==> config.mk <==
export PLATFORM = sky130hd
export DESIGN_NAME = mc_ctrl_unit
export DESIGN_NICKNAME = d
export VERILOG_FILES = /design/src/rtl/ctrl_pkg.sv /design/src/rtl/inst_class_dec.sv /design/src/rtl/mc_ctrl_unit.sv
export SDC_FILE = /design/constraint.sdc
export NUM_CORES = 1
export LEC_CHECK = 0
export CORE_UTILIZATION = 34
export DETAILED_ROUTE_END_ITERATION = 12
export HOLD_SLACK_MARGIN = 0.02
export PLACE_DENSITY = 0.85
export SLEW_MARGIN = 10
export SYNTH_ARGS = -nofsm -noshare
export SYNTH_HDL_FRONTEND = slang
export SYNTH_SLANG_ARGS = --single-unit
==> constraint.sdc <==
create_clock -name clk -period 1.9 [get_ports clk]
set_input_delay 0.19 -clock clk [delete_from_list [all_inputs] [get_ports clk]]
set_output_delay 0.19 -clock clk [all_outputs]
set_load 0.03 [all_outputs]
==> src/rtl/ctrl_pkg.sv <==
// Shared encodings for the multi-cycle ARM control unit: FSM states, instruction classes,
// shift-amount source selects and the compare-only opcode test.
package ctrl_pkg;

    localparam int unsigned ST_W  = 3;
    localparam int unsigned CLS_W = 3;

    localparam logic [ST_W-1:0] ST_IDLE   = 3'd0;
    localparam logic [ST_W-1:0] ST_FETCH  = 3'd1;
    localparam logic [ST_W-1:0] ST_DECODE = 3'd2;
    localparam logic [ST_W-1:0] ST_EXEC   = 3'd3;
    localparam logic [ST_W-1:0] ST_WB     = 3'd4;
    localparam logic [ST_W-1:0] ST_MEM    = 3'd5;
    localparam logic [ST_W-1:0] ST_LDWB   = 3'd6;

    localparam logic [CLS_W-1:0] CLS_DP0 = 3'd0;
    localparam logic [CLS_W-1:0] CLS_DP1 = 3'd1;
    localparam logic [CLS_W-1:0] CLS_DP2 = 3'd2;
    localparam logic [CLS_W-1:0] CLS_LS  = 3'd3;
    localparam logic [CLS_W-1:0] CLS_UND = 3'd4;

    localparam logic [1:0] RS_IMM5 = 2'b00;
    localparam logic [1:0] RS_REG  = 2'b01;
    localparam logic [1:0] RS_ROT  = 2'b10;

    // TST/TEQ/CMP/CMN (10xx) only set flags; every other opcode writes rd
    function automatic logic op_writes_rd(input logic [3:0] op);
        return !op[3] | op[2];
    endfunction

endpackage

==> src/rtl/inst_class_dec.sv <==
// Combinational instruction classifier: IR[27:0] -> DP0/DP1/DP2/LS/UND.
module inst_class_dec
    import ctrl_pkg::*;
(
    input  logic [27:0] IR,
    output logic [2:0]  cls_c
);

    logic unused_ir;
    assign unused_ir = ^{IR[24:16], IR[11:8], IR[6:5], IR[3:0]};

    // rd==PC is never supported, so it overrides every other encoding
    always_comb begin
        cls_c = CLS_UND;
        if (IR[15:12] == 4'hF) begin
            cls_c = CLS_UND;
        end else if (IR[27:25] == 3'b000) begin
            if (!IR[4])      cls_c = CLS_DP0;
            else if (!IR[7]) cls_c = CLS_DP1;
        end else if (IR[27:25] == 3'b001) begin
            cls_c = CLS_DP2;
        end else if (IR[27:25] == 3'b010) begin
            cls_c = CLS_LS;
        end
    end

endmodule

==> src/rtl/mc_ctrl_unit.sv <==
// Multi-cycle control FSM for the ARM datapath: DP sequencing plus LDR/STR over req/ack memory.
// Optional CTRL_PERF_EN adds cycle / retired-instruction counters.
module mc_ctrl_unit
    import ctrl_pkg::*;
#(
    parameter int unsigned MEM_TO = 15,
    parameter int unsigned TO_W   = 4
) (
    input  logic        clk,
    input  logic        Rst,
    input  logic [27:0] IR,
    input  logic        cond_pass,
    input  logic        mem_ack,
    output logic        Write_PC,
    output logic        Write_IR,
    output logic        LA,
    output logic        LB,
    output logic        LC,
    output logic        LF,
    output logic        S,
    output logic        rm_imm_s,
    output logic [1:0]  rs_imm_s,
    output logic        ls_mode,
    output logic        mem_req,
    output logic        mem_we,
    output logic        ld_mdr,
    output logic        reg_src,
    output logic        Write_Reg,
    output logic        und_pulse,
    output logic        mem_err,
    output logic [31:0] cyc_cnt,
    output logic [31:0] inst_cnt
);

    logic [ST_W-1:0]  st, nxt_st;
    logic [CLS_W-1:0] cls;
    logic [TO_W-1:0]  to_cnt, to_cnt_inc;
    logic             is_dp, is_und, timeout, retire;

    logic write_pc_d, write_ir_d, la_d, lb_d, lc_d, lf_d, s_d, rm_imm_s_d;
    logic [1:0] rs_imm_s_d;
    logic ls_mode_d, mem_req_d, mem_we_d, ld_mdr_d, reg_src_d, write_reg_d, und_d, err_d;

    inst_class_dec u_dec (
        .IR    (IR),
        .cls_c (cls)
    );

    assign is_und = (cls == CLS_UND);
    assign is_dp  = (cls == CLS_DP0) || (cls == CLS_DP1) || (cls == CLS_DP2);

    // Count reflects MEM cycles including the current one; saturates at MEM_TO
    assign to_cnt_inc = (to_cnt == TO_W'(MEM_TO)) ? to_cnt : to_cnt + TO_W'(1);
    assign timeout    = (to_cnt_inc == TO_W'(MEM_TO));

    always_ff @(posedge clk or posedge Rst) begin
        if (Rst) st <= ST_IDLE;
        else     st <= nxt_st;
    end

    always_comb begin
        nxt_st      = ST_FETCH;
        write_pc_d  = 1'b0;
        write_ir_d  = 1'b0;
        la_d        = 1'b0;
        lb_d        = 1'b0;
        lc_d        = 1'b0;
        lf_d        = 1'b0;
        s_d         = 1'b0;
        rm_imm_s_d  = 1'b0;
        rs_imm_s_d  = RS_IMM5;
        ls_mode_d   = 1'b0;
        mem_req_d   = 1'b0;
        mem_we_d    = 1'b0;
        ld_mdr_d    = 1'b0;
        reg_src_d   = 1'b0;
        write_reg_d = 1'b0;
        und_d       = 1'b0;
        err_d       = 1'b0;
        retire      = 1'b0;

        case (st)
            ST_IDLE:   nxt_st = ST_FETCH;
            ST_FETCH: begin
                if (is_und) begin
                    nxt_st = ST_FETCH;
                    und_d  = 1'b1;
                end else if (cond_pass) begin
                    nxt_st = ST_DECODE;
                end
            end
            ST_DECODE: nxt_st = ST_EXEC;
            ST_EXEC: begin
                if (cls == CLS_LS) nxt_st = ST_MEM;
                else if (is_dp)    nxt_st = ST_WB;
            end
            ST_WB:     retire = 1'b1;
            ST_MEM: begin
                // ack takes priority over a timeout landing in the same cycle
                if (mem_ack) begin
                    nxt_st = IR[20] ? ST_LDWB : ST_FETCH;
                    retire = !IR[20];
                end else if (timeout) begin
                    err_d  = 1'b1;
                end else begin
                    nxt_st = ST_MEM;
                end
            end
            ST_LDWB:   retire = 1'b1;
            default:   nxt_st = ST_FETCH;
        endcase

        // Outputs decoded from the state being entered so they hold for the whole state
        case (nxt_st)
            ST_FETCH: begin
                write_pc_d = 1'b1;
                write_ir_d = 1'b1;
            end
            ST_DECODE: begin
                la_d = 1'b1;
                lb_d = 1'b1;
                lc_d = 1'b1;
            end
            ST_EXEC: begin
                lf_d = 1'b1;
                if (is_dp) begin
                    s_d        = IR[20];
                    rm_imm_s_d = (cls == CLS_DP2);
                    rs_imm_s_d = (cls == CLS_DP2) ? RS_ROT :
                                 (cls == CLS_DP1) ? RS_REG : RS_IMM5;
                end else begin
                    ls_mode_d = 1'b1;
                end
            end
            ST_WB:   write_reg_d = op_writes_rd(IR[24:21]);
            ST_MEM: begin
                mem_req_d = 1'b1;
                mem_we_d  = !IR[20];
                ld_mdr_d  = IR[20];
            end
            ST_LDWB: begin
                write_reg_d = 1'b1;
                reg_src_d   = 1'b1;
            end
            default: ;
        endcase
    end

    always_ff @(posedge clk or posedge Rst) begin
        if (Rst) begin
            to_cnt    <= '0;
            Write_PC  <= 1'b0;
            Write_IR  <= 1'b0;
            LA        <= 1'b0;
            LB        <= 1'b0;
            LC        <= 1'b0;
            LF        <= 1'b0;
            S         <= 1'b0;
            rm_imm_s  <= 1'b0;
            rs_imm_s  <= RS_IMM5;
            ls_mode   <= 1'b0;
            mem_req   <= 1'b0;
            mem_we    <= 1'b0;
            ld_mdr    <= 1'b0;
            reg_src   <= 1'b0;
            Write_Reg <= 1'b0;
            und_pulse <= 1'b0;
            mem_err   <= 1'b0;
        end else begin
            if (st == ST_MEM)          to_cnt <= to_cnt_inc;
            else if (nxt_st == ST_MEM) to_cnt <= '0;
            Write_PC  <= write_pc_d;
            Write_IR  <= write_ir_d;
            LA        <= la_d;
            LB        <= lb_d;
            LC        <= lc_d;
            LF        <= lf_d;
            S         <= s_d;
            rm_imm_s  <= rm_imm_s_d;
            rs_imm_s  <= rs_imm_s_d;
            ls_mode   <= ls_mode_d;
            mem_req   <= mem_req_d;
            mem_we    <= mem_we_d;
            ld_mdr    <= ld_mdr_d;
            reg_src   <= reg_src_d;
            Write_Reg <= write_reg_d;
            und_pulse <= und_d;
            mem_err   <= err_d;
        end
    end

`ifdef CTRL_PERF_EN
    always_ff @(posedge clk or posedge Rst) begin
        if (Rst) begin
            cyc_cnt  <= '0;
            inst_cnt <= '0;
        end else begin
            cyc_cnt <= cyc_cnt + 32'd1;
            if (retire) inst_cnt <= inst_cnt + 32'd1;
        end
    end
`else
    logic unused_retire;
    assign unused_retire = retire;
    assign cyc_cnt       = '0;
    assign inst_cnt      = '0;
`endif

endmodule

# Word-level counts from Yosys, hierarchy flattened
# Cells that the tools add are included.
[totals]
ff_bits = 22
latchBits = 0
mem_bits_rw = 0
mem_bits_ro = 0
out_inout_bits = 82
elab_cells = 84
mem_count = 0
[op_classes]
addsub = 1
mul = 0
n_div = 0
magnitude_cmp = 0
n_eq_ne = 19
shift = 0
muxes = 40
bitwise = 1
n_reduce_logical = 7
[op_table]
columns = ["cell", "count"]
rows = [
  ["$mux 3", 11],
  ["$eq 3x2->1 const B", 7],
  ["$mux 1", 19],
  ["$eq 3x3->1 const B", 5],
  ["$eq 3x1->1 const B", 4],
  ["$eq 4x4->1 const B", 3],
  ["$mux 4", 3],
  ["$pmux 3 s4", 1],
  ["$mux 2", 5],
  ["$logic_not 3->1", 2],
  ["$add 4x1->4 const B", 1],
  ["$logic_not 1->1", 2],
  ["$logic_or 1x1->1", 2],
  ["$pmux 1 s2", 1],
  ["$reduce_bool 2->1", 1],
  ["$or 1x1->1", 1],
]

# Depth between registers and ports, before layout
# Gate-level depths: netlist of the first run.
[logic_depth]
word_depth = 14
ltp_mapped = 5
depth_no_buf = 5

# Cells and area by module
# A second synthesis of the first run with hierarchy kept.
[hier_totals]
cells_unflattened = 155
area_unflattened_um2 = 1525.2
[by_module_without_submodules]
columns = ["module", "n_inst", "cells_each", "area_each_um2"]
rows = [
  ["mc_ctrl_unit", 1, 147, 1463.9],
  ["inst_class_dec", 1, 8, 61.3],
]

# Worst setup path before layout of the first run
# No wires, ideal clock.
[synth_path]
kind = "register -> register"
from = "register to_cnt[0]"
to = "register Write_Reg"
arrival_ns = 1.438
path_slack_ns = 0.366
stages_incl_launch_ff = 6
n_path_buf = 0
period_less_slack_ns = 1.534
cell_sequence = "dfrtp_1 > ha_1 > xnor2_1 > nor4_1 > o31a_2 > a311oi_2"
[synth_between]
elab_chain_cells = 8
[synth_rtl]
columns = ["item", "line_no", "text"]
rows = [
  ["start: declaration", "mc_ctrl_unit.sv:37", "logic [TO_W-1:0] to_cnt, to_cnt_inc;"],
  ["start signal: assignment", "mc_ctrl_unit.sv:170", "if (st == ST_MEM) to_cnt <= to_cnt_inc;"],
  ["$add 4x1->4 / $eq 4x4->1 (equally long branches)", "mc_ctrl_unit.sv:53", "assign to_cnt_inc = (to_cnt == TO_W'(MEM_TO)) ? to_cnt : to_cnt + TO_W'(1);"],
  ["$mux 4 (*)", "mc_ctrl_unit.sv:53", ""],
  ["$eq 4x4->1 (*)", "mc_ctrl_unit.sv:54", "assign timeout = (to_cnt_inc == TO_W'(MEM_TO));"],
  ["$mux 3 (*)", "mc_ctrl_unit.sv:103", "end else if (timeout) begin"],
  ["$mux 3 (*)", "mc_ctrl_unit.sv:100", "if (mem_ack) begin"],
  ["$pmux 3 s4 (*)", "mc_ctrl_unit.sv:82", "case (st)"],
  ["$eq 3x3->1", "mc_ctrl_unit.sv:114", "case (nxt_st)"],
  ["$pmux 1 s2 (*)", "mc_ctrl_unit.sv:114", ""],
  ["named net write_reg_d", "mc_ctrl_unit.sv:42", "logic ls_mode_d, mem_req_d, mem_we_d, ld_mdr_d, reg_src_d, write_reg_d, und_d, err_d;"],
  ["end signal: assignment", "mc_ctrl_unit.sv:186", "Write_Reg <= write_reg_d;"],
  ["end: declaration", "mc_ctrl_unit.sv:28", "output logic Write_Reg,"],
]
# Mark *: on every way through the listed nets, which the timed path passes. The rest lies on a longest branch.
# A chain may end at the register's enable or synchronous reset.

# Worst setup path in the final report of the first run
# Ends and elaborated chain as after synthesis.

==> results of run 1 <==
==> repair_timing <==
action,4_1_cts,5_1_grt
resized for setup,0,1
endpoints found under the setup margin,0,1
hold endpoints to repair,0,0
==> layout make-up <==
class	count	area, um^2	share of cell area (%)
clock inverters	1	5.00	0.300
clock buffers	3	41.3	2.47
repair buffers	36	353	21.1
well taps	50	62.6	3.75
flip-flops and latches	21	526	31.5
multi-input cells	122	656	39.3
inverters	7	26.3	1.57
==> critical path: stages (launching register included) <==
cell and delay [ps]:
sky130_fd_sc_hd__dfrtp_1 430, sky130_fd_sc_hd__ha_1 290, sky130_fd_sc_hd__xnor2_1 190, sky130_fd_sc_hd__nor4_2 70, sky130_fd_sc_hd__o31a_2 390, sky130_fd_sc_hd__a311oi_2 250
==> through the flow <==
step | util [%] | setup WS, ps | total power (W) | cell area [um^2] | hold slack (ps)
2_1_floorplan | - | 366 | 0.00135 | 1710 | 167
5_1_grt | 40.8 | 34.7 | 0.00188 | 1670 | 308
6_report | 40.8 | 189 | 0.00176 | 1670 | 257
3_3_place_gp | 39.6 | 89.2 | 0.00144 | 1620 | 531
3_5_place_dp | 39.6 | 54.3 | 0.00147 | 1620 | 547
4_1_cts | 40.7 | 191 | 0.00176 | 1660 | 266
==> power groups by stage <==
stage	Combinational [W]	Clock (W)	Sequential [W]
after global routing	0.000900	0.000316	0.000664
after global placement	0.000797	0	0.000646
after detailed placement	0.000813	0	0.000652
after CTS	0.000818	0.000299	0.000646
final	0.000820	0.000288	0.000649
after floorplan	0.000633	0	0.000715
==> cells in the final DEF (no fill, tap or decap), types with 2 or more instances in the layout <==
| master | synthesis | layout |
|---|---|---|
| sky130_fd_sc_hd__conb_1 | 1 | 64 |
| sky130_fd_sc_hd__clkdlybuf4s50_1 | 0 | 33 |
| sky130_fd_sc_hd__dfrtp_1 | 21 | 21 |
| sky130_fd_sc_hd__nor2_1 | 8 | 8 |
| sky130_fd_sc_hd__inv_1 | 7 | 7 |
| sky130_fd_sc_hd__nor3_1 | 6 | 6 |
| sky130_fd_sc_hd__nand2_1 | 4 | 4 |
| sky130_fd_sc_hd__and3_1 | 3 | 3 |
| sky130_fd_sc_hd__clkbuf_8 | 0 | 3 |
| sky130_fd_sc_hd__buf_4 | 68 | 3 |
| sky130_fd_sc_hd__a41oi_1 | 2 | 2 |
| sky130_fd_sc_hd__a21boi_0 | 2 | 2 |
| sky130_fd_sc_hd__nand3b_1 | 2 | 2 |
| sky130_fd_sc_hd__a211oi_1 | 2 | 2 |
==> per-layer routing <==
metal / routed length, um / GRT usage, % / up-vias
met1: 802 / 9.65 / 438
met4: 45 / 5.47 / 0
met2: 1160 / 18.4 / 61
met5: 0 / 0 / -
li1: - / - / 462
met3: 256 / 2.67 / 5
==> final timing paths <==
path / slack [ps] / depth (start not counted) / end
max: 190 / 5 / Write_Reg$_DFF_PP0_
min: 260 / 3 / ls_mode$_DFF_PP0_
max reg2reg: 190 / 5 / Write_Reg$_DFF_PP0_
min reg2reg: 570 / 1 / to_cnt[0]$_DFFE_PP0P_
max in group asynchronous: 1440 / 3 / mem_we$_DFF_PP0_
min in group clk: 500 / 3 / Write_Reg$_DFF_PP0_
==> logic make-up (layout without fill, tap and decap cells) <==
kind of cell             Yosys count  after routing  synth area share (%)
adder cells (fa/ha/maj)            1              1                 0.848
flip-flops                        21             21                  35.6
buffers and inverters             75             47                  36.4
XOR/XNOR                           1              1                 0.594
other                              1             64                 0.254
AO/OA/AOI/OAI                     16             16                  9.16
multiplexers                       1              1                 0.679
AND/OR/NAND/NOR                   39             39                  16.5
==> results.env, run 1 <==
RESULT_OF_THE_RUN='finished clean'
DIE_H_UM=67.9
SYNTHESIS.INSTANCES=155
POSTSYNTHREGISTERBITS=21
SYN2LAYOUT_AREA_GROWTH_PCT=13.1
SYNTHFLOPTYPE='sky130_fd_sc_hd__dfrtp_1'
TOTALWIRELENGTH_MM=2.26
REQUIRED_PS=2070
CLOCK-ROOT-BUFFER='sky130_fd_sc_hd__clkbuf_8'
POST_CTS_HOLD_BUFFER_COUNT=0
DRC=0
FP.DIEAREA_UM2=4610
WORST-ENDPOINT-ARRIVAL_PS=1880
TIMING_HOLD_VIOLATIONS_FINAL=0
INSTANCES_NO_FILL=240
WORST_R2R_STARTPOINT='to_cnt[0]$_DFFE_PP0P_'
ANTENNADIODECOUNT=0
DESIGN.PORTCOUNT=114
CTS_BUFFER_DEPTH=2
SYNTHDISTINCTLIBCELLS=41
CRITPATHCAPTURETYPE='register'
FINALCRITICALPERIOD_PS=1710
SYNTH_SEQ_AREA_SHARE_PCT=35.6
DRT_FIRST_PASS_ITERS=4
SYNTH-WARNING-COUNT=0
NETLIST_AREA_UM2=1480
TOTAL_SWITCHING_POWER_W=0.000762
NETLIST_TOP_CELLS_COUNT='68 x sky130_fd_sc_hd__buf_4, 21 x sky130_fd_sc_hd__dfrtp_1, 8 x sky130_fd_sc_hd__nor2_1'
FINALCLOCKSKEW_PS=3.51
SYNTH.TOP_CELLS.BY_AREA='sky130_fd_sc_hd__dfrtp_1 36%, sky130_fd_sc_hd__buf_4 35%, sky130_fd_sc_hd__nor3_1 2.0%'
NNETSFINAL=224
CLKTRANSATPATHREGS_PS=80
SYNTH.TOP_CELL.AREA_SHARE_PCT=35.6
ROUTE.VIAS.TOTAL=966
SEQPWRFRAC_PCT=36.9
START_UTIL_PCT=36.1
SLEW_VIOL_FINAL=0
VDD_IR_DROP_MAX_V=0.000323
FLOORPLAN.CORE_AREA_UM2=4090
YS_ASYNC_SR_FRACTION_PCT=100
DIE_WIDTH_UM=67.9
VIAS_PER_CELL=4.03
MIN_PERIOD_OVER_PERIOD_PCT=90.0
GRT_ANTENNA_BEFORE_REPAIR=0
CELL_INTERNAL_PWR_W=0.000995
FMAX_MHz=585
SETUP_REPAIR_AFTER_GLOBAL_ROUTING_MISSED_ITS_MARGIN='false'
LEAKAGE_POWER_TOTAL_nW=0.827
SETUP_TNS_PS=0
GLOBAL_ROUTE_WIRE_LENGTH_BEFORE_REPAIR_MM=3.30
AVG_CELL_AREA_SYN_UM2=9.52
RELATIVE_CONTRIBUTION_OF_THE_CLOCK_NETWORK_TO_TOTAL_POWER_PCT=16.4
SETUP.WORST_PATH.START_CLASS='register'
TRITONCTS='done'
MAXCAPVIOLATIONS=0
ANT_NETS=0
CTS_POST_SETUP_BUFFERS_INSERTED=0
POST-PLACE-CELLS=236
LARGEST_REG_FLOPS=4
OVERFLOW=0
GRT_PASS1_VIAS=769
SYNTH_ENABLE_FLOP_CELLS=0
LAYOUT-DRIVE-GT1-SHARE_PCT=8.95
WORST_PATH_MAXIMUM_FANOUT=6
REGMOSTFLOPS='to_cnt'
STARTPOINT='to_cnt[0]$_DFFE_PP0P_'
LAYOUT_TOP_REGISTERS='to_cnt x4, st x3'
ROUTED_WIRELENGTH_NORMALIZED_BY_INSTANCE_COUNT_UM=9.43
WORSTSKEWPAIRLATENCY_PS=260
PLACEMENT_ROWS=23
GP_CONGESTION=0.761
SETUP_CRIT_PATH_KIND='reg -> reg'
CLOCK_SINKS=21
PART_OF_THE_POWER_IN_COMBINATIONAL_LOGIC_PCT=46.7
GRTUSAGETOTAL_PCT=9.84
NUMBER_OF_H_TREE_LEVELS=1
SYNTH_MOST_COMMON_CELL='sky130_fd_sc_hd__buf_4'
POWER_PER_CELL_AREA_nW_PER_UM2=1050
HOLD_PATH.CLASS='in -> async'
SWSHARE_PCT=43.4
GRT_MAX_DEGREE=22
SYNTH_TOP_CELL_BY_AREA='sky130_fd_sc_hd__dfrtp_1'
IO_BUFFER_COUNT=33
DR.FIRST_ITER.DRC_COUNT=54
REPORT.FINAL.SETUP_VIOL=0
NFILLCELLS=410
DP.FINAL_HPWL_MM=1.79
CTS_MADE_BUFFERS=3
Power figures use the tool's default switching activity.
==> inputs of run 2 (changes only) <==
- GPL_TIMING_DRIVEN: unset -> 0
==> run 2 against run 1 <==
  * Clock power about the same
  * Sequential cell count unchanged
  * Non-clock buffer count increased by 65
  * Fmax increased by 0.72%
  * First-iteration DRC count decreased by 74%
  * Clock skew decreased by 1.3 ps
==> results.env, run 2 (synthesis gave the netlist of run 1 again) <==
RESULT_OF_THE_RUN='finished clean'  # unchanged
CP_ENDPOINT='Write_Reg$_DFF_PP0_'  # unchanged
DESIGN.PORTCOUNT=114  # unchanged
SETUP_TNS_PS=0  # unchanged
WORST_R2R_STARTPOINT='st[2]$_DFF_PP0_'  # was to_cnt[0]$_DFFE_PP0P_
REGMOSTFLOPS='to_cnt'  # unchanged
WORSTSKEWPAIRLATENCY_PS=260  # about the same
LAYOUT-DRIVE-GT1-SHARE_PCT=31.8  # was 8.95%
SLEW_VIOL_FINAL=0  # unchanged
GLOBAL_ROUTE_WIRE_LENGTH_BEFORE_REPAIR_MM=3.92  # was 3.30 mm
CLOCK-ROOT-BUFFER='sky130_fd_sc_hd__clkbuf_8'  # unchanged
CRITICAL-PATH-TOP-DELAY-FAMILY='simple AND/OR/NAND/NOR gates'  # was compound AO/OA/AOI/OAI gates
TIMING_HOLD_VIOLATIONS_FINAL=0  # unchanged
SETUP_REPAIR_AFTER_GLOBAL_ROUTING_MISSED_ITS_MARGIN='false'  # unchanged
CLKTRANSATPATHREGS_PS=70  # was 80 ps
SETUP.WORST_PATH.START_CLASS='register'  # unchanged
TIGHTEST_PIN_TRANSITION_PS=755
MOSTFREQUENTLAYOUTCELL='sky130_fd_sc_hd__buf_4'  # was sky130_fd_sc_hd__conb_1
MAXCAPVIOLATIONS=0  # unchanged
R2R_CELLS=4  # was 5
MAX-SLEW-MARGIN-REL_PCT=49.6
SYN2LAYOUT_AREA_GROWTH_PCT=45.8  # was 13.1%
GRT_MAX_DEGREE=22  # unchanged
OVERFLOW=0  # unchanged
FINALCLOCKSKEW_PS=2.17  # was 3.51 ps
FINALCRITICALPERIOD_PS=1700  # was 1710 ps
CRIT_PATH_MAX_INCR_DELAY_PS=440  # was 430 ps
SLOWEST_STAGE='sky130_fd_sc_hd__dfrtp_1'  # unchanged
CTS_POST_SETUP_BUFFERS_INSERTED=0  # unchanged
WORST_R2R_ENDPOINT='Write_Reg$_DFF_PP0_'  # unchanged
ANT_NETS=0  # unchanged
ROUTED_WIRELENGTH_NORMALIZED_BY_INSTANCE_COUNT_UM=8.96  # was 9.43 um
CRITPATHCAPTURETYPE='register'  # unchanged
DRT_FIRST_PASS_ITERS=4  # unchanged
PLACEMENT_ROWS=23  # unchanged
REG2REG_SETUP_SLACK_PS=200  # was 190 ps
INSTANCES_NO_FILL=305  # was 240
IO_BUFFER_COUNT=33  # unchanged
FP.DIEAREA_UM2=4610  # unchanged
LEAKAGE_POWER_TOTAL_nW=1.18  # was 0.827 nW
REQUIRED_PS=2070  # about the same
DIE_H_UM=67.9  # unchanged
DRC=0  # unchanged
GP_CONGESTION=0.781  # was 0.761
MIN_PERIOD_OVER_PERIOD_PCT=89.4  # was 90.0%
WORST_PATH_MAXIMUM_FANOUT=7  # was 6
NNETSFINAL=289  # was 224
NUMBER_OF_H_TREE_LEVELS=1  # unchanged
CTS_MADE_BUFFERS=3  # unchanged
STARTPOINT='st[2]$_DFF_PP0_'  # was to_cnt[0]$_DFFE_PP0P_
START_UTIL_PCT=36.1  # unchanged
FLOORPLAN.CORE_AREA_UM2=4090  # unchanged
ANTENNADIODECOUNT=0  # unchanged
TOTALWIRELENGTH_MM=2.73  # was 2.26 mm
CLOCK_SINKS=21  # unchanged
NFILLCELLS=384  # was 410
VDD_IR_DROP_MAX_V=0.000394  # was 0.000323 V
ROUTE.VIAS.TOTAL=1159  # was 966
POST-PLACE-CELLS=301  # was 236
DP.FINAL_HPWL_MM=2.27  # was 1.79 mm
PATH_DEPTH=4  # was 5
CTS_BUFFER_DEPTH=2  # unchanged
HOLD_PATH.CLASS='in -> async'  # unchanged
VIAS_PER_CELL=3.80  # was 4.03
FMAX_MHz=589  # was 585 MHz
POST_CTS_HOLD_BUFFER_COUNT=0  # unchanged
FINAL_CELL_MIX='68 x sky130_fd_sc_hd__buf_4, 64 x sky130_fd_sc_hd__conb_1, 33 x sky130_fd_sc_hd__clkdlybuf4s50_1'  # was 64 x sky130_fd_sc_hd__conb_1, 33 x sky130_fd_sc_hd__clkdlybuf4s50_1, 21 x sky130_fd_sc_hd__dfrtp_1
LARGEST_REG_FLOPS=4  # unchanged
GRT_PASS1_VIAS=938  # was 769
GRT_ANTENNA_BEFORE_REPAIR=0  # unchanged
PATH_CELLS='or3b_1, and4b_1, nor3_2, a311oi_2'  # was ha_1, xnor2_1, nor4_2, o31a_2, a311oi_2
FIN_UTIL_PCT=52.6  # was 40.8%
SETUP_CRIT_PATH_KIND='reg -> reg'  # unchanged
LAYOUT_TOP_REGISTERS='to_cnt x4, st x3'  # unchanged
GRTUSAGETOTAL_PCT=11.4  # was 9.84%
DIE_WIDTH_UM=67.9  # unchanged
CP_NUM_BUF_INV=0  # unchanged
TRITONCTS='done'  # unchanged
REPORT.FINAL.SETUP_VIOL=0  # unchanged
CTS_RESIZED=0  # unchanged
WORST-ENDPOINT-ARRIVAL_PS=1870  # was 1880 ps
POWER_PER_CELL_AREA_nW_PER_UM2=871  # was 1050 nW/um^2
DR.FIRST_ITER.DRC_COUNT=14  # was 54
run 2: cell types whose count changed in the layout (fill, tap and decap cells not counted), sizes merged:
cell	before	now
buf	3	68
run 2: worst min-delay path by stage:
stage / slack (ps) / depth (start not counted) / from / endpoint
2_1_floorplan: 170 / 1 / Rst / LC$_DFF_PP0_
3_5_place_dp: 540 / 1 / to_cnt[0]$_DFFE_PP0P_ / to_cnt[0]$_DFFE_PP0P_
3_3_place_gp: 530 / 1 / to_cnt[0]$_DFFE_PP0P_ / to_cnt[0]$_DFFE_PP0P_
5_1_grt: 460 / 2 / Rst / ls_mode$_DFF_PP0_
4_1_cts: 400 / 2 / Rst / S$_DFF_PP0_
6_report: 370 / 2 / Rst / ls_mode$_DFF_PP0_
run 2: cell type report:
type	instances	area, um^2	area share (%)
Timing Repair Buffer	33	330	15.4
Tap cell	50	62.6	2.91
Clock inverter	1	5.00	0.233
Clock buffer	3	41.3	1.92
Inverter	7	26.3	1.22
Multi-Input combinational cell	122	649	30.2
Buffer	68	510	23.7
Sequential cell	21	526	24.4
run 2: routing by layer:
metal	up-vias	global-route usage [%]	part of all wire [%]
met1	500	10.8	34
met4	0	6.51	1.8
met5	-	0	0
met3	5	2.33	11
met2	65	22.5	54
li1	589	-	-
run 2: per-stage QoR:
| step | setup WS, ps | hold slack (ps) | total power, W | instance area [um^2] |
|---|---|---|---|---|
| 2_1_floorplan | 366 | 167 | 0.00135 | 1710 |
| 3_3_place_gp | 88.2 | 532 | 0.00156 | 2100 |
| 3_5_place_dp | 59.2 | 542 | 0.00158 | 2100 |
| 4_1_cts | 204 | 401 | 0.00188 | 2150 |
| 5_1_grt | 75.9 | 456 | 0.00199 | 2150 |
| 6_report | 201 | 368 | 0.00187 | 2150 |
run 2: power by group:
group | internal (W) | total, W | switching, W
clock network | 0.000146 | 0.000291 | 0.000145
registers | 0.000550 | 0.000648 | 0.0000987
logic | 0.000396 | 0.000935 | 0.000539
==> inputs of run 3 (changes only) <==
- PLACE_DENSITY: 0.85 -> 0.84
- SYNTH_HIERARCHICAL: unset -> 1
==> run 3 against run 2 <==
  * Clock power hardly changed
  * Largest cell class unchanged
  * Largest power group unchanged
  * Critical endpoint is now ld_mdr$_DFF_PP0_
  * Sequential share of layout area is 1.2 points lower
  * Global-route usage is 0.39 points lower
==> results.env, run 3 <==
FINALCRITICALPERIOD_PS=1830  # was 1700 ps
SYNTH_MOST_COMMON_CELL='sky130_fd_sc_hd__buf_4'  # unchanged
LAYOUT_TOP_REGISTERS='to_cnt x4, st x3'  # unchanged
OVERFLOW=0  # unchanged
CRITPATHCAPTURETYPE='register'  # unchanged
PLACEMENT_ROWS=23  # unchanged
ROUTE.VIAS.TOTAL=1145  # was 1159
WORSTSKEWPAIRLATENCY_PS=270  # was 260 ps
POST_CTS_HOLD_BUFFER_COUNT=0  # unchanged
NETLIST_AREA_UM2=1530  # was 1480 um^2
PLACED_CELL_AREA_UM2=2150  # was 2100 um^2
WL_MET1_UM=987  # was 923 um
CRIT_PATH_MAX_INCR_DELAY_PS=410  # was 440 ps
MAXCAPVIOLATIONS=0  # unchanged
CLKTRANSATPATHREGS_PS=80  # was 70 ps
NNETSFINAL=292  # was 289
SYNTH-WARNING-COUNT=6  # was 0
PART_OF_THE_POWER_IN_COMBINATIONAL_LOGIC_PCT=54.3  # was 49.9%
START_UTIL_PCT=36.8  # was 36.1%
LAYOUT-DRIVE-GT1-SHARE_PCT=35.3  # was 31.8%
LEAKAGE_POWER_TOTAL_nW=1.30  # was 1.18 nW
SYNTH_TOP_CELL_BY_AREA='sky130_fd_sc_hd__buf_4'  # was sky130_fd_sc_hd__dfrtp_1
DP_SLACK_PS=-474  # was 59.2 ps
MAX-SLEW-MARGIN-REL_PCT=48.4  # was 49.6%
NETLIST_TOP_CELLS_COUNT='70 x sky130_fd_sc_hd__buf_4, 21 x sky130_fd_sc_hd__dfrtp_1, 6 x sky130_fd_sc_hd__inv_1'  # was 68 x sky130_fd_sc_hd__buf_4, 21 x sky130_fd_sc_hd__dfrtp_1, 8 x sky130_fd_sc_hd__nor2_1
FINAL_CELL_MIX='73 x sky130_fd_sc_hd__buf_4, 64 x sky130_fd_sc_hd__conb_1, 25 x sky130_fd_sc_hd__clkdlybuf4s50_1'  # was 68 x sky130_fd_sc_hd__buf_4, 64 x sky130_fd_sc_hd__conb_1, 33 x sky130_fd_sc_hd__clkdlybuf4s50_1
CTS_BUFFER_DEPTH=2  # unchanged
LARGEST_REG_FLOPS=4  # unchanged
VIAS_PER_CELL=3.72  # was 3.80
AVG_CELL_AREA_SYN_UM2=9.84  # was 9.52 um^2
DP.FINAL_HPWL_MM=2.16  # was 2.27 mm
SETUP_CRIT_PATH_KIND='in -> reg'  # was reg -> reg
POWER_PER_CELL_AREA_nW_PER_UM2=945  # was 871 nW/um^2
WORST-ENDPOINT-ARRIVAL_PS=2040  # was 1870 ps
IO_BUFFER_COUNT=33  # unchanged
YS_ASYNC_SR_FRACTION_PCT=100  # unchanged
REQUIRED_PS=2100  # was 2070 ps
HOLD_PATH.CLASS='in -> async'  # unchanged
TIMING_HOLD_VIOLATIONS_FINAL=0  # unchanged
PATH_CELLS='clkdlybuf4s50_1, and4bb_1, a211o_1, and4bb_2, nor3b_2, a21o_4, and4b_1'  # was or3b_1, and4b_1, nor3_2, a311oi_2
TRITONCTS='done'  # unchanged
SYN2LAYOUT_AREA_GROWTH_PCT=48.1  # was 45.8%
VDD_IR_DROP_MAX_V=0.000362  # was 0.000394 V
TOTALWIRELENGTH_MM=2.73  # about the same
POSTSYNTHREGISTERBITS=21  # unchanged
SYNTHESIS.INSTANCES=155  # unchanged
ANTENNADIODECOUNT=0  # unchanged
ROUTED_WIRELENGTH_NORMALIZED_BY_INSTANCE_COUNT_UM=8.86  # was 8.96 um
DRC=0  # unchanged
CELL_INTERNAL_PWR_W=0.00125  # was 0.00109 W
DR.FIRST_ITER.DRC_COUNT=26  # was 14
WL_MET3_UM=244  # was 290 um
CLOCK-ROOT-BUFFER='sky130_fd_sc_hd__clkbuf_8'  # unchanged
FP.DIEAREA_UM2=4760  # was 4610 um^2
REPORT.FINAL.SETUP_VIOL=0  # unchanged
SYNTH_ENABLE_FLOP_CELLS=0  # unchanged
FINALCLOCKSKEW_PS=4.11  # was 2.17 ps
SEQPWRFRAC_PCT=31.9  # was 34.6%
DRT_FIRST_PASS_ITERS=4  # unchanged
DIE_H_UM=69.0  # was 67.9 um
GLOBAL_ROUTE_WIRE_LENGTH_BEFORE_REPAIR_MM=3.82  # was 3.92 mm
FMAX_MHz=546  # was 589 MHz
GRT_ANTENNA_BEFORE_REPAIR=0  # unchanged
REGMOSTFLOPS='to_cnt'  # unchanged
TIGHTEST_PIN_TRANSITION_PS=773  # was 755 ps
DIE_WIDTH_UM=69.0  # was 67.9 um
MET2_WL_POST_DR_MM=1.43  # was 1.47 mm
GRTUSAGETOTAL_PCT=11.1  # was 11.4%
GRT_MAX_DEGREE=22  # unchanged
RESULT_OF_THE_RUN='finished clean'  # unchanged
WORST_PATH_MAXIMUM_FANOUT=6  # was 7
CLOCK_SINKS=21  # unchanged
FIN_WS_PS=69.2  # was 201 ps
SLEW_VIOL_FINAL=0  # unchanged
SLOWEST_STAGE='sky130_fd_sc_hd__clkdlybuf4s50_1'  # was sky130_fd_sc_hd__dfrtp_1
SETUP.WORST_PATH.START_CLASS='input pin'  # was register
MIN_PERIOD_OVER_PERIOD_PCT=96.4  # was 89.4%
NUMBER_OF_H_TREE_LEVELS=1  # unchanged
TOTAL_SWITCHING_POWER_W=0.000884  # was 0.000782 W
SYNTH.TOP_CELLS.BY_AREA='sky130_fd_sc_hd__buf_4 34%, sky130_fd_sc_hd__dfrtp_1 34%, sky130_fd_sc_hd__and4b_1 2.0%'  # was sky130_fd_sc_hd__dfrtp_1 36%, sky130_fd_sc_hd__buf_4 35%, sky130_fd_sc_hd__nor3_1 2.0%
FLOORPLAN.CORE_AREA_UM2=4140  # was 4090 um^2
CTS_MADE_BUFFERS=3  # unchanged
TOTAL_POWER_W=0.00213  # was 0.00187 W
GRT_PASS1_VIAS=937  # was 938
RELATIVE_CONTRIBUTION_OF_THE_CLOCK_NETWORK_TO_TOTAL_POWER_PCT=13.8  # was 15.5%
SYNTHFLOPTYPE='sky130_fd_sc_hd__dfrtp_1'  # unchanged
HIGHEST_LAYER='met4'  # unchanged
LAYOUT.CELL_AREA.NON_FILLER_UM2=2260  # was 2150 um^2
ANT_NETS=0  # unchanged
MOSTFREQUENTLAYOUTCELL='sky130_fd_sc_hd__buf_4'  # unchanged
SYNTH.TOP_CELL.AREA_SHARE_PCT=34.5  # was 35.6%
SWSHARE_PCT=41.4  # was 41.7%
SYNTHDISTINCTLIBCELLS=38  # was 41
DESIGN.PORTCOUNT=114  # unchanged
SYNTH_SEQ_AREA_SHARE_PCT=34.5  # was 35.6%
GP_CONGESTION=0.815  # was 0.781
==> run 3: changes by cell type in the layout (fill, tap and decap cells not counted), sizes merged, moves of 3 or more <==
| cell | delta |
|---|---|
| nor4b | +3 |
| nor2 | -6 |
| a21oi | +4 |
| buf | +5 |
| nor3 | -5 |
| dlygate4sd2 | +3 |
| dlymetal6s2s | +5 |
| nand3 | +5 |
| clkdlybuf4s50 | -8 |
==> run 3: layout make-up <==
cell class	count	area, um^2
buffer	70	522
clock buffer	3	41.3
clock inverter	1	5.00
fill	381	1890
inverter	6	22.5
multi-input combinational	120	711
sequential	21	526
tap	50	62.6
timing repair buffer	37	369
==> run 3: path summary, 6_finish.rpt <==
check | start | endpoint | slack (ps) | cells after the start
setup / recovery | IR[7] | ld_mdr$_DFF_PP0_ | 70 | 7
hold / removal | Rst | to_cnt[2]$_DFFE_PP0P_ | 370 | 2
setup reg to reg | to_cnt[0]$_DFFE_PP0P_ | ld_mdr$_DFF_PP0_ | 110 | 5
hold reg to reg | st[1]$_DFF_PP0_ | und_pulse$_DFF_PP0_ | 510 | 1
max in group asynchronous | Rst | to_cnt[0]$_DFFE_PP0P_ | 1050 | 2
min in group clk | IR[4] | rs_imm_s[0]$_DFF_PP0_ | 430 | 4
==> run 3: worst max-delay path, delay by kind of cell <==
| family | cells | cell delay [ps] |
|---|---|---|
| buffers and inverters | 1 | 410 |
| AO/OA/AOI/OAI | 2 | 550 |
| AND/OR/NAND/NOR | 4 | 880 |
==> run 3: timing repair <==
| item | in CTS | in global routing |
|---|---|---|
| gates resized for setup | 7 | 8 |
| endpoints found under the setup margin | 6 | 7 |
| setup buffers | 1 | 3 |
| pin swaps | 7 | 7 |
==> run 3: stage by stage <==
| stage | util, % | cells | TNS, ps | hold WS (ps) |
|---|---|---|---|---|
| 2_1_floorplan | - | 218 | 0 | 167 |
| 3_3_place_gp | 52.0 | 301 | -3090 | 483 |
| 3_5_place_dp | 52.0 | 301 | -3430 | 501 |
| 4_1_cts | 53.4 | 305 | 0 | 388 |
| 5_1_grt | 54.5 | 308 | -51.1 | 452 |
| 6_report | 54.5 | 308 | 0 | 366 |
==> run 3: power groups by stage <==
| stage | Clock, W | Combinational, W | Sequential, W |
|---|---|---|---|
| 6_report | 0.000294 | 0.00116 | 0.000680 |
| 4_1_cts | 0.000304 | 0.00113 | 0.000676 |
| 3_5_place_dp | 0 | 0.00112 | 0.000685 |
| 2_1_floorplan | 0 | 0.000751 | 0.000771 |
| 5_1_grt | 0.000318 | 0.00125 | 0.000696 |
| 3_3_place_gp | 0 | 0.00109 | 0.000674 |
==> run 3: layer usage <==
layer / GRT usage [%] / vias up
li1: - / 597
met1: 11.2 / 478
met2: 20.4 / 65
met3: 1.48 / 5
met4: 8.16 / 0
met5: 0 / -
==> run 3: logic make-up (layout without fill, tap and decap cells) <==
logic type / count (synthesis) / in the layout / share of synthesized area, %
flip-flops: 21 / 21 / 34.5
AO/OA/AOI/OAI: 12 / 12 / 5.74
adder cells (fa/ha/maj): 1 / 1 / 0.820
XOR/XNOR: 1 / 1 / 0.574
AND/OR/NAND/NOR: 42 / 42 / 22.0
other: 1 / 64 / 0.246
buffers and inverters: 77 / 117 / 36.2
